<file path="config.mk">
export PLATFORM = sky130hd
export DESIGN_NAME = iter_divider
export DESIGN_NICKNAME = d
export VERILOG_FILES = /design/src/rtl/iter_divider_pkg.sv /design/src/rtl/div_operand_reg.sv /design/src/rtl/iter_divider.sv
export SDC_FILE = /design/constraint.sdc
export NUM_CORES = 1
export LEC_CHECK = 0
export CORE_MARGIN = 1
export CORE_UTILIZATION = 40
export CTS_BUF_LIST = sky130_fd_sc_hd__clkbuf_4
export DETAILED_ROUTE_END_ITERATION = 12
export GPL_TIMING_DRIVEN = 1
export PLACE_DENSITY = 0.63
export SYNTH_ARGS = -nofsm -noshare
export SYNTH_HDL_FRONTEND = slang
export SYNTH_SLANG_ARGS = --single-unit
</file>
<file path="constraint.sdc">
create_clock -name clk -period 5.3 [get_ports clk]
set_input_delay 1.06 -clock clk [delete_from_list [all_inputs] [get_ports clk]]
set_output_delay 1.06 -clock clk [all_outputs]
set_load 0.02 [all_outputs]
</file>
<file path="src/rtl/iter_divider_pkg.sv">
// Shared types for the iterative divider: FSM states, operand mux select,
// a one-bit boolean type and a helper producing the most-negative value.
package divider3Pkg;

    typedef logic bool_t;

    typedef enum logic [2:0] {
        IDLE,
        PREP,
        ITER,
        FIX,
        DONE
    } state_t;

    typedef enum logic {
        OPER_IN,
        NEG_OPER_IN
    } oper_sel_t;

    localparam int MAX_WIDTH = 64;

    // Two's-complement minimum for a given width, returned right-aligned in 64 bits.
    function automatic logic [MAX_WIDTH-1:0] min_val(input int width);
        return MAX_WIDTH'(1) << (width - 1);
    endfunction

endpackage

</file>
<file path="src/rtl/div_operand_reg.sv">
// Operand register: loads its input either as-is or negated when enabled.
// The divider uses it to capture a raw operand, then to turn it into a magnitude,
// and (for the dividend) as the quotient shift register.
module div_operand_reg
    import divider3Pkg::*;
#(
    parameter int WIDTH = 32
) (
    input  logic             clk,
    input  logic             clear_n,
    input  logic             en,
    input  oper_sel_t        sel,
    input  logic [WIDTH-1:0] din,
    output logic [WIDTH-1:0] q
);

    // Registered load of the selected (pass-through or negated) input.
    always_ff @(posedge clk or negedge clear_n) begin
        if (!clear_n) begin
            q <= '0;
        end else if (en) begin
            q <= (sel == NEG_OPER_IN) ? -din : din;
        end
    end

endmodule

</file>
<file path="src/rtl/iter_divider.sv">
// Multi-cycle restoring divider, signed or unsigned, one quotient bit per cycle.
//
// state | meaning
// IDLE  | ready for operands
// PREP  | raw operands held; form magnitudes, detect divide-by-zero / MIN/-1
// ITER  | one shift/trial-subtract step per cycle, WIDTH cycles
// FIX   | apply signs to quotient and remainder
// DONE  | result valid, held until the consumer accepts it
module iter_divider
    import divider3Pkg::*;
#(
    parameter  int WIDTH = 32,
    localparam int CNT_W = $clog2(WIDTH)
) (
    input  logic             clk,
    input  logic             resetN,
    input  logic             inValid,
    output logic             inReady,
    input  logic             signedOp,
    input  logic [WIDTH-1:0] dividend,
    input  logic [WIDTH-1:0] divisor,
    input  logic             flush,
    output logic             outValid,
    input  logic             outReady,
    output logic [WIDTH-1:0] quotient,
    output logic [WIDTH-1:0] remainder,
    output logic             divZero,
    output logic             overflow
);

    localparam logic [WIDTH-1:0] MIN_VAL = WIDTH'(min_val(WIDTH));

    state_t           state, state_nxt;
    bool_t            sign_mode, q_neg, r_neg;
    logic [CNT_W-1:0] cnt;
    logic [WIDTH-1:0] rem_w;

    logic             a_en, b_en;
    oper_sel_t        a_sel, b_sel;
    logic [WIDTH-1:0] a_din, b_din, a_q, b_q;

    bool_t            accept, is_zero, is_ovf, a_neg, b_neg, trial_ok;
    logic [WIDTH:0]   shifted, diff;

    // Dividend register doubles as the quotient shift register during ITER.
    div_operand_reg #(.WIDTH(WIDTH)) u_dividend_reg (
        .clk     (clk),
        .clear_n (resetN),
        .en      (a_en),
        .sel     (a_sel),
        .din     (a_din),
        .q       (a_q)
    );

    div_operand_reg #(.WIDTH(WIDTH)) u_divisor_reg (
        .clk     (clk),
        .clear_n (resetN),
        .en      (b_en),
        .sel     (b_sel),
        .din     (b_din),
        .q       (b_q)
    );

    assign inReady  = (state == IDLE);
    assign outValid = (state == DONE);

    assign accept   = inValid && (state == IDLE) && !flush;
    assign a_neg    = sign_mode && a_q[WIDTH-1];
    assign b_neg    = sign_mode && b_q[WIDTH-1];
    assign is_zero  = (b_q == '0);
    assign is_ovf   = sign_mode && (a_q == MIN_VAL) && (b_q == '1);

    assign shifted  = {rem_w, a_q[WIDTH-1]};
    assign diff     = shifted - {1'b0, b_q};
    assign trial_ok = !diff[WIDTH];

    // State register.
    always_ff @(posedge clk or negedge resetN) begin
        if (!resetN) begin
            state <= IDLE;
        end else begin
            state <= state_nxt;
        end
    end

    // Next-state decode and operand register controls; flush overrides everything.
    always_comb begin
        state_nxt = state;
        a_en      = 1'b0;
        a_sel     = OPER_IN;
        a_din     = dividend;
        b_en      = 1'b0;
        b_sel     = OPER_IN;
        b_din     = divisor;
        case (state)
            IDLE: begin
                if (accept) begin
                    a_en      = 1'b1;
                    b_en      = 1'b1;
                    state_nxt = PREP;
                end
            end
            PREP: begin
                a_en      = 1'b1;
                a_din     = a_q;
                a_sel     = a_neg ? NEG_OPER_IN : OPER_IN;
                b_en      = 1'b1;
                b_din     = b_q;
                b_sel     = b_neg ? NEG_OPER_IN : OPER_IN;
                state_nxt = (is_zero || is_ovf) ? DONE : ITER;
            end
            ITER: begin
                a_en  = 1'b1;
                a_din = {a_q[WIDTH-2:0], trial_ok};
                if (cnt == '0) begin
                    state_nxt = FIX;
                end
            end
            FIX: begin
                state_nxt = DONE;
            end
            DONE: begin
                if (outReady) begin
                    state_nxt = IDLE;
                end
            end
            default: begin
                state_nxt = IDLE;
            end
        endcase
        if (flush) begin
            state_nxt = IDLE;
            a_en      = 1'b0;
            b_en      = 1'b0;
        end
    end

    // Partial remainder, iteration counter, sign bookkeeping and result/flag registers.
    always_ff @(posedge clk or negedge resetN) begin
        if (!resetN) begin
            sign_mode <= 1'b0;
            q_neg     <= 1'b0;
            r_neg     <= 1'b0;
            cnt       <= '0;
            rem_w     <= '0;
            quotient  <= '0;
            remainder <= '0;
            divZero   <= 1'b0;
            overflow  <= 1'b0;
        end else if (flush) begin
            divZero  <= 1'b0;
            overflow <= 1'b0;
        end else begin
            case (state)
                IDLE: begin
                    if (accept) begin
                        sign_mode <= signedOp;
                    end
                end
                PREP: begin
                    q_neg <= a_neg ^ b_neg;
                    r_neg <= a_neg;
                    rem_w <= '0;
                    cnt   <= CNT_W'(WIDTH - 1);
                    if (is_zero) begin
                        quotient  <= '1;
                        remainder <= a_q;
                        divZero   <= 1'b1;
                    end else if (is_ovf) begin
                        quotient  <= a_q;
                        remainder <= '0;
                        overflow  <= 1'b1;
                    end
                end
                ITER: begin
                    rem_w <= trial_ok ? diff[WIDTH-1:0] : shifted[WIDTH-1:0];
                    if (cnt != '0) begin
                        cnt <= cnt - 1'b1;
                    end
                end
                FIX: begin
                    quotient  <= q_neg ? -a_q : a_q;
                    remainder <= r_neg ? -rem_w : rem_w;
                end
                DONE: begin
                    if (outReady) begin
                        divZero  <= 1'b0;
                        overflow <= 1'b0;
                    end
                end
                default: begin
                end
            endcase
        end
    end

endmodule

</file>
==> flow_metrics.env <==
export IMPL_synthCells=1718
export IMPL_syn_area_um2=13400
export IMPL_timing_final_ws_setup_ps=930
export IMPL_multi_input_area_um2=8220
export IMPL_fin_cells=2218
export IMPL_yosysWarnings=0
export IMPL_grt_pass1_wl_um=67400
export IMPL_async_flop_share_pct=100
export IMPL_cts_sinks=173
export IMPL_coreArea_um2=32700
export IMPL_post_cts_buffers=0
export IMPL_cp_max_fo=8
export IMPL_vias=13044
export IMPL_die_width_um=185
export IMPL_io_buffers=137
export IMPL_vdd_drop_max_mv=0.132
export IMPL_nFillCells=3272
export IMPL_yosys_most_used_dff="dfrtp_1"
export IMPL_leakage_nw=6.16
export IMPL_grt_usage_pct=25.4
export IMPL_drc=0
export IMPL_endpoint="u_dividend_reg.q[20]"
export IMPL_yosysMostFrequentCell="o21ai_0"
export IMPL_dp_hpwl_um=32200
export IMPL_max_freq_mhz=229
export IMPL_grt_max_degree=105
export IMPL_r2r_end="u_dividend_reg.q[20]"
export IMPL_dpl_worst_slack_ps=997
export IMPL_cts_buffers=17
export IMPL_power_mw=4.42
export IMPL_synth_common_cells="o21ai_0, nand2_1, dfrtp_1, nor2_1, a21oi_1"
export IMPL_worstReg2RegStart="u_dividend_reg.q[31]"
export IMPL_seq_area_frac_synth_pct=32.4
export IMPL_ys_types=87
export IMPL_fin_crit_ps=4370
export IMPL_ios=138
export IMPL_power_density_nw_per_um2=290
export IMPL_dp_cells=2185
export IMPL_cts_resized=0
export IMPL_syn2layout_area_growth_pct=14.0
export IMPL_drv_cap=0
export IMPL_rrSetupSlack_ps=930
export IMPL_grt_overflow_total=0
export IMPL_grt_pass1_vias=11945
export IMPL_setup_viol=0
export IMPL_worstHoldPathType="primary input to async pin"
export IMPL_htree_levels=4
export IMPL_fin_skew_ps=44.3
export IMPL_ctsHoldBuffers=0
export IMPL_fin_nets=1871
export IMPL_path_clk_slew_ps=200
export IMPL_hold_violations=0
export IMPL_yosysTopAreaCell="dfrtp_1"
export IMPL_slew_violations=0
export IMPL_cts_tree="yes"
export IMPL_synth_top_area_share_pct=32.4
export IMPL_cp_start_kind="register"
export IMPL_max_slew_margin_pct=25.4
export IMPL_end_kind="register"
export IMPL_crit_start="u_dividend_reg.q[31]"
export IMPL_drive_gt1_share_pct=6.20
export IMPL_rsz0062_at_grt="no"
export IMPL_drtIter0Drc=1141
export IMPL_antenna_found_initial=1
export IMPL_vias_per_cell=5.88
export IMPL_rows=66
export IMPL_seq_area_um2=4330
export IMPL_die_height_um=185
export IMPL_outcome="finished clean"
export IMPL_wl_um=43300
export IMPL_syn_nets=1827
export IMPL_ant_nets=0
export IMPL_reg2regPathDepth=17
export IMPL_cts_buffer_depth=2
export IMPL_synth_seq_cells=173
export IMPL_wire_per_inst_um=19.5
export IMPL_arrival_ps=4880
export IMPL_clockRootBuffer="clkbuf_4"
export IMPL_drt_pass1_iterations=5
export IMPL_syn_area_per_cell_um2=7.78
export IMPL_worstSkewPairLatency_ps=600
export IMPL_fin_crit_sh_pct=82.5
export IMPL_initial_core_util_pct=40.9
export IMPL_synthTopCellsByArea="dfrtp_1, o21ai_0, a21oi_1"
export IMPL_synth_edff_count=0
export IMPL_gp_congestion=0.926
export IMPL_worst_slew_pin_slew_ps=1120
export IMPL_path_class="register to register"
export IMPL_fin_setup_tns_ps=0
export IMPL_die_area_um2=34100
export IMPL_required_ps=5810
## final cells by class
cell class | instances | share of cell area, %
well taps | 442 | 3.63
clock inverters | 15 | 1.20
multi-input cells | 1349 | 54.0
clock buffers | 17 | 0.838
flip-flops and latches | 173 | 28.5
repair buffers | 167 | 10.6
diodes | 1 | 0.0164
inverters | 54 | 1.33
## routing by layer
metal | vias up | share of wire (%) | GRT usage [%]
li1 | 6366 | - | -
met4 | 0 | 3.3 | 9.19
met1 | 6163 | 45 | 34.3
met2 | 455 | 47 | 41.8
met5 | - | 0 | 0
met3 | 60 | 5.2 | 3.10
## worst max-delay path, stage by stage, from the launching register on
cell	delay, ps
dfrtp_1	520
inv_1	110
ha_1	170
inv_1	50
fa_1	410
a211oi_1	240
o21a_1	240
a211oi_1	140
o311a_1	400
or3_1	360
and2_1	220
a21oi_1	200
ha_1	210
and2_1	350
nand2_1	90
o21ai_0	200
xor2_1	90
mux2_2	280
## cell families after synthesis
family          synth area share [%]
fa+ha+maj                       3.71
xor+xnor                        5.83
flops                           32.4
buf+inv                         6.36
compound gates                  28.2
simple gates                    21.7
mux                             1.78
## metrics by stage
step	area [um^2]	hold slack (ps)	utilization, %
floorplan	13400	462	-
detailed placement	14900	466	45.6
CTS	15200	419	46.6
global placement	14900	460	45.6
global route	15200	436	46.6
finish	15200	423	46.6
## flip-flops by register name, summed over array words and instances, names as in the netlist
name,flops
cnt,5
divZero,1
overflow,1
q_neg,1
quotient,32
r_neg,1
rem_w,32
remainder,32
sign_mode,1
state,3
u_dividend_reg.q,32
u_divisor_reg.q,32
## cells in the final DEF, fill, tap and decap left out, types with 7 or more instances in the layout
master,count
clkdlybuf4s50_1,136
a211oi_1,16
inv_1,54
nor3_1,89
a21o_1,30
o21ai_0,198
o22ai_1,9
nand3_1,21
dfrtp_1,171
a22oi_1,25
mux2_2,7
nand2_1,182
a21oi_1,142
o21ai_1,15
xnor2_1,51
ha_1,38
a32oi_1,16
and2_1,10
or3_1,10
o32ai_1,10
a31oi_1,38
buf_4,29
nor4_1,17
clkbuf_4,17
and3_1,10
nor2_1,153
o221ai_1,22
nor2b_1,26
o31ai_1,25
mux2i_1,12
xor2_1,38
o21a_1,8
nand4_1,23
## worst min path at each step
stage / endpoint / slack (ps) / cells after the start
2_1_floorplan: cnt[0] / 460 / 1
3_3_place_gp: quotient[14] / 460 / 1
3_5_place_dp: quotient[6] / 470 / 1
4_1_cts: quotient[21] / 420 / 1
5_1_grt: quotient[21] / 440 / 1
6_report: quotient[21] / 420 / 1
## where the power goes
group	internal, mW	switching, mW	total, mW
clock network	0.226	0.596	0.822
registers	1.53	0.378	1.91
logic	0.691	0.993	1.68
No activity file was read; power rests on OpenSTA's default activity.
